## config.mk

```make
export PLATFORM = sky130hd
export DESIGN_NAME = floppy_stopwatch
export DESIGN_NICKNAME = d
export VERILOG_FILES = /design/src/rtl/floppy_pkg.sv /design/src/rtl/tick_prescaler.sv /design/src/rtl/floppy_stopwatch.sv
export SDC_FILE = /design/constraint.sdc
export NUM_CORES = 1
export LEC_CHECK = 0
export CORE_ASPECT_RATIO = 0.7
export CORE_MARGIN = 4
export CORE_UTILIZATION = 61
export DETAILED_ROUTE_END_ITERATION = 10
export PLACE_DENSITY = 0.84
export SLEW_MARGIN = 5
export SYNTH_ARGS = -nofsm -noshare
export SYNTH_HDL_FRONTEND = slang
export SYNTH_SLANG_ARGS = --single-unit
```

## constraint.sdc

```tcl
create_clock -name clk -period 3.4 [get_ports clk]
set_clock_uncertainty 0.1 [all_clocks]
set_input_delay 0.68 -clock clk [delete_from_list [all_inputs] [get_ports clk]]
set_output_delay 0.68 -clock clk [all_outputs]
set_load 0.01 [all_outputs]
```

## src/rtl/floppy_pkg.sv

```systemverilog
// Shared register map, bit positions and status packing for the floppy stopwatch.
package floppy_pkg;

  localparam logic [1:0] SW_CTRL_LO = 2'd0;
  localparam logic [1:0] SW_HI      = 2'd1;
  localparam logic [1:0] SW_STAT    = 2'd2;
  localparam logic [1:0] SW_CMP_LO  = 2'd3;

  localparam int unsigned SW_RUN = 0;
  localparam int unsigned SW_CLR = 1;

  localparam int unsigned SW_ST_RUN = 0;
  localparam int unsigned SW_ST_OVF = 1;
  localparam int unsigned SW_ST_IRQ = 2;

  localparam logic [15:0] SW_CNT_MAX = 16'hFFFF;

  function automatic logic [7:0] sw_status(input logic irq_pend, input logic ovf,
                                           input logic run);
    logic [7:0] s;
    s            = 8'h00;
    s[SW_ST_RUN] = run;
    s[SW_ST_OVF] = ovf;
    s[SW_ST_IRQ] = irq_pend;
    return s;
  endfunction

endpackage

```

## src/rtl/tick_prescaler.sv

```systemverilog
// Divides clk by PERIOD: one-cycle tick after PERIOD enabled clocks, held at reload when idle.
module tick_prescaler #(
  parameter int unsigned PERIOD = 10
) (
  input  logic clk,
  input  logic reset,
  input  logic en,
  input  logic restart,
  output logic tick
);

  localparam int unsigned Width = $clog2(PERIOD);
  localparam logic [Width-1:0] Reload = Width'(PERIOD - 1);

  logic [Width-1:0] cnt_q, cnt_d;

  // A restart suppresses the tick so a clear always wins over a coincident count.
  assign tick = en && !restart && (cnt_q == '0);

  always_comb begin
    cnt_d = cnt_q;
    if (restart || !en || (cnt_q == '0)) begin
      cnt_d = Reload;
    end else begin
      cnt_d = cnt_q - Width'(1);
    end
  end

  always_ff @(posedge clk) begin
    if (reset) begin
      cnt_q <= Reload;
    end else begin
      cnt_q <= cnt_d;
    end
  end

endmodule

```

## src/rtl/floppy_stopwatch.sv

```systemverilog
// Saturating 16-bit elapsed-tick counter with coherent LO/HI byte reads on the floppy CPU bus.
// Define FLOPPY_STOPWATCH_IRQ_EN for the compare register and level irq output.
module floppy_stopwatch
  import floppy_pkg::*;
#(
  parameter int unsigned MCLKFREQ = 24000000,
  parameter int unsigned TICKHZ   = 100
) (
  input  logic       clk,
  input  logic       reset,
  input  logic [1:0] addr,
  input  logic [7:0] di,
  input  logic       wren,
  input  logic       rden,
  output logic [7:0] q
`ifdef FLOPPY_STOPWATCH_IRQ_EN
  ,
  output logic       irq
`endif
);

  localparam int unsigned Period = MCLKFREQ / TICKHZ;

  logic        run_q, run_d;
  logic        ovf_q, ovf_d;
  logic [15:0] cnt_q, cnt_d;
  logic [7:0]  hi_q, hi_d;
  logic [7:0]  q_q, q_d;
  logic        ctrl_wr, clr, tick;
  logic        irq_pend;
  logic [7:0]  cmp_lo;

  assign q       = q_q;
  assign ctrl_wr = wren && (addr == SW_CTRL_LO);
  assign clr     = ctrl_wr && di[SW_CLR];

  tick_prescaler #(
    .PERIOD(Period)
  ) u_prescaler (
    .clk    (clk),
    .reset  (reset),
    .en     (run_q),
    .restart(clr),
    .tick   (tick)
  );

  always_comb begin
    cnt_d = cnt_q;
    ovf_d = ovf_q;
    run_d = run_q;
    if (tick) begin
      if (cnt_q == SW_CNT_MAX) begin
        ovf_d = 1'b1;
      end else begin
        cnt_d = cnt_q + 16'd1;
      end
    end
    if (ctrl_wr) begin
      run_d = di[SW_RUN];
    end
    if (clr) begin
      cnt_d = '0;
      ovf_d = 1'b0;
    end
  end

  // Reads sample pre-edge state; the LO read latches the HI byte so the pair is coherent.
  always_comb begin
    q_d  = q_q;
    hi_d = hi_q;
    if (rden) begin
      unique case (addr)
        SW_CTRL_LO: begin
          q_d  = cnt_q[7:0];
          hi_d = cnt_q[15:8];
        end
        SW_HI:     q_d = hi_q;
        SW_STAT:   q_d = sw_status(irq_pend, ovf_q, run_q);
        SW_CMP_LO: q_d = cmp_lo;
        default:   q_d = q_q;
      endcase
    end
  end

  always_ff @(posedge clk) begin
    if (reset) begin
      run_q <= 1'b0;
      ovf_q <= 1'b0;
      cnt_q <= '0;
      hi_q  <= '0;
      q_q   <= '0;
    end else begin
      run_q <= run_d;
      ovf_q <= ovf_d;
      cnt_q <= cnt_d;
      hi_q  <= hi_d;
      q_q   <= q_d;
    end
  end

`ifdef FLOPPY_STOPWATCH_IRQ_EN
  logic [15:0] cmp_q, cmp_d;
  logic        irq_q, irq_d;
  logic        hit;

  // Only a tick that actually advances the count can match; a saturated tick cannot.
  assign hit = tick && (cnt_q != SW_CNT_MAX) && ((cnt_q + 16'd1) == cmp_q);

  always_comb begin
    cmp_d = cmp_q;
    irq_d = irq_q;
    if (wren && (addr == SW_HI)) begin
      cmp_d[15:8] = di;
    end
    if (wren && (addr == SW_CMP_LO)) begin
      cmp_d[7:0] = di;
    end
    if (clr || (rden && (addr == SW_STAT))) begin
      irq_d = 1'b0;
    end
    if (hit) begin
      irq_d = 1'b1;
    end
  end

  always_ff @(posedge clk) begin
    if (reset) begin
      cmp_q <= 16'hFFFF;
      irq_q <= 1'b0;
    end else begin
      cmp_q <= cmp_d;
      irq_q <= irq_d;
    end
  end

  assign irq_pend = irq_q;
  assign irq      = irq_q;
  assign cmp_lo   = cmp_q[7:0];
`else
  logic unused_di;
  assign unused_di = ^di[7:2];
  assign irq_pend  = 1'b0;
  assign cmp_lo    = 8'h00;
`endif

endmodule
```

After elaboration in Yosys (flattened, before gate mapping)
Cells that the tools add are included.

word-level totals
  register bits = 52
  bits in latches = 0
  RAM bits = 0
  ROM bits = 0
  bits of input ports = 14
  output and inout bits = 8
  memories = 0

cells by class
  $add $sub $neg = 2
  multipliers = 0
  div/mod/pow operators = 0
  order comparisons = 0
  equality and inequality tests = 4
  shift operators = 0
  multiplexer cells = 1
  bitwise logic cells = 1
  reduce and logical (&&, ||, !) cells = 15

operators with widths
  kind                   count
  $pmux 8 s4             1
  $logic_not 18->1       1
  $sub 18x1->18 const B  1
  $add 16x1->16 const B  1
  $eq 16x16->1 const B   1
  $reduce_and 2->1       3
  $eq 2x2->1 const B     2
  $logic_and 1x1->1      4
  $reduce_or 2->1        2
  $eq 2x1->1 const B     1
  $logic_not 1->1        2
  $logic_not 2->1        1
  $logic_or 1x1->1       2
  $not 1->1              1

Logic depth before layout (Yosys ltp)
  depth in word-level cells = 7
  gate-level depth with buffers = 9
  depth with buffers taken out = 7

Modules after synthesis
A second synthesis with hierarchy kept.

second synthesis, totals
  cells, all modules = 286
  area total of the unflattened synthesis = 2491.1 um^2

modules (own cells, without submodules)
  module            times used  cells an instance  area each (um^2)  seq. area each (um^2)
  floppy_stopwatch  1           197                1622.8            680.7
  tick_prescaler    1           89                 868.3             360.3

Least setup slack after synthesis
OpenSTA, ideal clock, no wires.

  kind = register -> register
  from = register u_prescaler.cnt_q[0]
  to = register cnt_q[11]
  data arrival time = 2.154 ns
  path slack = 1.075 ns
  cell stages (with the launch flop) = 9
  path buffers = 1
  period minus slack after synthesis = 2.325 ns
  cells stage by stage = dfxtp_1 inv_1 ha_1 or4b_4 nor4_4 o2111ai_2 buf_6 or3_1 a21oi_1

on the way
  word-level cells in the longest chain between the ends = 3

RTL lines
  what                        RTL line                source
  start: declaration          tick_prescaler.sv:15    logic [Width-1:0] cnt_q, cnt_d;
  start signal: assignment    tick_prescaler.sv:31    cnt_q <= Reload;
  start signal: assignment    tick_prescaler.sv:33    cnt_q <= cnt_d;
  $logic_not 18->1            tick_prescaler.sv:18    assign tick = en && !restart && (cnt_q == '0);
  $logic_and 1x1->1           tick_prescaler.sv:18
  $reduce_and 2->1 (no line)  --
  end signal: assignment      floppy_stopwatch.sv:95  cnt_q <= cnt_d;
  end: declaration            floppy_stopwatch.sv:26  logic [15:0] cnt_q, cnt_d;

No other way between the ends.
A chain may end at the register's enable or synchronous reset.

Final worst setup path
  from = register u_prescaler.cnt_q[0]
  to = register cnt_q[9]

Same word-level chain as after synthesis.

==> run summary <==
The startpoint identified for the worst register-to-register timing path is u_prescaler.cnt_q[0]$_SDFF_PP1_. The critical path is of the reg -> reg type. The worst hold path begins at u_prescaler.cnt_q[0]$_SDFF_PP1_. Summed over all cells, the static leakage comes to 0.9136 nW.

The last weighted congestion value of the routability-driven placer is roughly 0.87. The data arrival time of the worst path came out at ~3000 ps. The routed design has ~5.2 mm of wire. The analysis attributes to net switching a power of 231.9 uW. The number of cells on the worst reg-to-reg path is 7. The cell-internal power is between 800 and 900 uW. The hold violation total from the final report is 0.

Across all setup checks in the final design, the least slack found is about 550 ps. After synthesis the netlist holds a flip-flop and latch count of 52. The number of search-and-repair iterations in the first detailed-routing pass came out at 5. The residual overflow from global routing is 0.

Measured along the y axis, the die boundary spans ~60 um. On the worst path, the slowest cell contributes a delay of approximately 640 ps. Counting instances, the worst hold path has a depth of 1.

Clock-pin slew was measured on the worst setup and hold paths at around 90 ps. For flop-to-flop paths, the worst setup slack is 550 ps. The maximum clock rate is approximately 350 MHz. The part of the Yosys area used for sequential elements is 0.4430. The die outline area came out at between 0.004 and 0.005 sq mm. The initial antenna violation count came out at 0.

The category of the worst setup path launch point is a register. The deepest clock path buffer count is 2. The actual slew at the worst max-slew pin is 945.8 ps. The biggest area contributor in the post-synthesis netlist is sky130_fd_sc_hd__dfxtp_1. The number of placed instances, taps included, is ~340.

The total of cells resized after clock tree synthesis is 0. The run finished with clean final reports. Counting the fill cells in the layout gives around 280. The relative area change from synthesis to final layout is 13.95%. The worst-path maximum fanout came out at 24. The deepest level of the CTS H-tree is 2. TritonCTS built the clock tree. The largest net degree at the start of global routing is 25. The hold-fix buffer count after cts came out at 0.

Setup repair after global routing left no endpoint under its margin. The vias per cell came out at 5.821. The total inserted antenna cells came out at 0.

By area the synthesized netlist is led by sky130_fd_sc_hd__dfxtp_1 (44%), sky130_fd_sc_hd__nand2_1 (7.2%), sky130_fd_sc_hd__a21oi_1 (5.5%). The switching fraction of total power came out at 0.2107. In this run the core area contains 18 standard-cell rows. The number of nets at the end of the flow came out at 312. Measured against its own limit, the worst slew margin works out to 0.3636. The first global-routing pass estimated about 8.6 mm of wire. For this configuration, the core starts out at a cell density of 0.6521. The netlist uses 35 different library cells. The number of warnings printed during yosys synthesis came out at 0. The placement-stage worst setup slack came out at 467.6 ps.

The signal on the critical path passes through inv_1, ha_1, or4b_4, nor4_4, o2111ai_2, or4_1, nand2_1. The setup-violating endpoint count in the final report is 0. The average size of a mapped cell is about 8.5 sq um. The final critical-path required period came out at approximately 2900 ps. The placed wire-length estimate is around 3.7 mm.

The overall power came out at between 1 and 1.5 mW. STA puts the critical path data required time at between 3000 and 4000 ps. The placed instances occupy a cell area of around 0.0026 sq mm. The clock latency at the later pin of the worst-skew pair came out at 310 ps. The storage element area came out at 0.001041 sq mm. The max-slew violation count is 0. Dividing the detail-routed wire length by the instance count gives ~15 um.

The number of max-cap violations came out at 0. The count of unresolved DRC violations after routing is 0. The endpoint identified for the worst register-to-register timing path is cnt_q[9]$_SDFFE_PP0P_.

The iteration-0 DRC count of the detailed router came out at 151. The post-synth design cell area came out at about 0.0023 sq mm. For this design the ratio of total power to cell area is 411.1 mW/mm^2.

The via count of the first global-routing pass came out at roughly 1800. The die is 82.18 um wide. The count of placed standard cells in the final layout, fillers left out is approximately 350. The placeable core region is 0.003603 sq mm. On the critical path, the stage with the largest delay is an instance of sky130_fd_sc_hd__or4_1. The post-layout utilization of the core is 0.7431. The final worst-path cycle share is 0.8392. The port buffer count came out at 15. The class of the most critical hold timing path is reg -> reg. The final sum of negative setup slack came out at 0 ps.

The synthesized instance count came out at approximately 280. For hold timing, the worst endpoint is u_prescaler.cnt_q[0]$_SDFF_PP1_. The portion of total power attributed to combinational logic came out at 0.038.

The worst setup path is captured at a register. The layout cell share with drive strength beyond 1 came out at 0.07744. The post-route standard cell area excluding fillers is about 0.0027 sq mm. The area of the multi-input gates came out at roughly 0.0012 sq mm.

Buffers added to address setup during post-CTS repair amount to 0. The via count is slightly above 2000. The global-route usage over all layers is 0.2296. The number of top-level pins is 22. Across all hold checks on the routed design, the worst slack comes to between 300 and 400 ps. The count of antenna-violating nets left after detailed routing came out at 0.

The register share of total power is 0.556. The top cell type's share of synthesized area came out at 0.4430. Across the VDD grid, the largest voltage drop is ~0.30 mV. The fraction of power consumed by the clock network is 0.406. The root buffer cell is sky130_fd_sc_hd__clkbuf_8. TritonCTS created 5 clock buffers. The sink count of the clock tree came out at 52. Counting every net in the synthesized netlist gives 294.
## cells by family (layout without fill, tap and decap cells)
kind of cell / count (synthesis) / in the layout / share of synthesized area
simple gates: 136 / 136 / 0.2939
compound gates: 46 / 46 / 0.1123
mux: 11 / 11 / 0.05005
fa+ha+maj: 2 / 2 / 0.01065
flops: 52 / 52 / 0.4430
xor+xnor: 17 / 17 / 0.06337
buf+inv: 14 / 33 / 0.02662
## cells in the mapped netlist
library cell,number
sky130_fd_sc_hd__dfxtp_1,52
sky130_fd_sc_hd__nand2_1,45
sky130_fd_sc_hd__nor2_1,28
sky130_fd_sc_hd__a21oi_1,26
sky130_fd_sc_hd__or3_1,13
sky130_fd_sc_hd__nor2b_1,10
sky130_fd_sc_hd__o21ai_0,9
sky130_fd_sc_hd__xor2_1,9
sky130_fd_sc_hd__nand3_1,8
sky130_fd_sc_hd__xnor2_1,8
sky130_fd_sc_hd__clkbuf_1,6
sky130_fd_sc_hd__mux2_2,6
sky130_fd_sc_hd__nand4_1,6
sky130_fd_sc_hd__or4_1,6
sky130_fd_sc_hd__inv_1,5
sky130_fd_sc_hd__mux2i_1,5
sky130_fd_sc_hd__nor3_1,4
sky130_fd_sc_hd__nor4_1,4
sky130_fd_sc_hd__and3_1,3
sky130_fd_sc_hd__o211ai_1,3
sky130_fd_sc_hd__a211oi_1,2
sky130_fd_sc_hd__a31oi_1,2
sky130_fd_sc_hd__and2_1,2
sky130_fd_sc_hd__and4_1,2
sky130_fd_sc_hd__buf_2,2
sky130_fd_sc_hd__ha_1,2
sky130_fd_sc_hd__nand3b_1,2
sky130_fd_sc_hd__a31o_2,1
sky130_fd_sc_hd__buf_6,1
sky130_fd_sc_hd__nand2b_1,1
sky130_fd_sc_hd__nor4_4,1
sky130_fd_sc_hd__o2111ai_2,1
sky130_fd_sc_hd__o21a_1,1
sky130_fd_sc_hd__o31ai_1,1
sky130_fd_sc_hd__or4b_4,1
## layer usage
metal	global-route usage	wire length (um)
met2	0.3356	2201
met4	0.09479	110
met3	0.04669	372
met1	0.3281	2511
met5	0	0
## state kept, by name, indices dropped and copies added, names as in the netlist
name,flops
cnt_q,16
ovf_q,1
hi_q,8
run_q,1
u_prescaler.cnt_q,18
q,8
## placed cells by master (no fill, tap or decap), types with 3 or more instances in the layout
cell type / n
sky130_fd_sc_hd__nor3_1: 4
sky130_fd_sc_hd__a21oi_1: 26
sky130_fd_sc_hd__or3_1: 13
sky130_fd_sc_hd__inv_1: 5
sky130_fd_sc_hd__xnor2_1: 8
sky130_fd_sc_hd__nor2_1: 28
sky130_fd_sc_hd__nand3_1: 8
sky130_fd_sc_hd__nor4_1: 4
sky130_fd_sc_hd__mux2_2: 6
sky130_fd_sc_hd__o211ai_1: 3
sky130_fd_sc_hd__nor2b_1: 10
sky130_fd_sc_hd__buf_4: 5
sky130_fd_sc_hd__xor2_1: 9
sky130_fd_sc_hd__dfxtp_1: 52
sky130_fd_sc_hd__clkbuf_8: 6
sky130_fd_sc_hd__nand2_1: 45
sky130_fd_sc_hd__mux2i_1: 5
sky130_fd_sc_hd__clkdlybuf4s50_1: 15
sky130_fd_sc_hd__o21ai_0: 9
sky130_fd_sc_hd__nand4_1: 6
sky130_fd_sc_hd__or4_1: 6
sky130_fd_sc_hd__and3_1: 3
## worst max path at each step
| stage | startpoint | endpoint |
|---|---|---|
| 4_1_cts | u_prescaler.cnt_q[0]$_SDFF_PP1_ | cnt_q[6]$_SDFFE_PP0P_ |
| 3_3_place_gp | addr[1] | cnt_q[9]$_SDFFE_PP0P_ |
| 2_1_floorplan | u_prescaler.cnt_q[0]$_SDFF_PP1_ | cnt_q[11]$_SDFFE_PP0P_ |
| 5_1_grt | u_prescaler.cnt_q[0]$_SDFF_PP1_ | cnt_q[9]$_SDFFE_PP0P_ |
| 6_report | u_prescaler.cnt_q[0]$_SDFF_PP1_ | cnt_q[9]$_SDFFE_PP0P_ |
| 3_5_place_dp | addr[1] | cnt_q[9]$_SDFFE_PP0P_ |
## area by class of cell
cell class                      count  share of cell area
Clock inverter                      2             0.01449
Inverter                            5            0.007009
Multi-Input combinational cell    212              0.4654
Timing Repair Buffer               20             0.07009
Sequential cell                    52              0.3888
Tap cell                           50             0.02336
Clock buffer                        6             0.03084
## power by group through the flow
stage	sequential (mW)	combinational, mW	clock, mW
floorplan	0.626	0.0206	0
global placement	0.626	0.0406	0
detailed placement	0.626	0.0412	0
CTS	0.612	0.0418	0.454
global route	0.612	0.0458	0.479
finish	0.612	0.0418	0.447
## worst max-delay path, delay by kind of cell (launching register included)
| family | cells | cell delay [ps] |
|---|---|---|
| AOI/OAI and AO/OA | 1 | 490 |
| adders and majority gates | 1 | 250 |
| buffers and inverters | 1 | 70 |
| DFF | 1 | 350 |
| and+or+nand+nor | 4 | 1530 |
(Power assumes the default switching activity.)
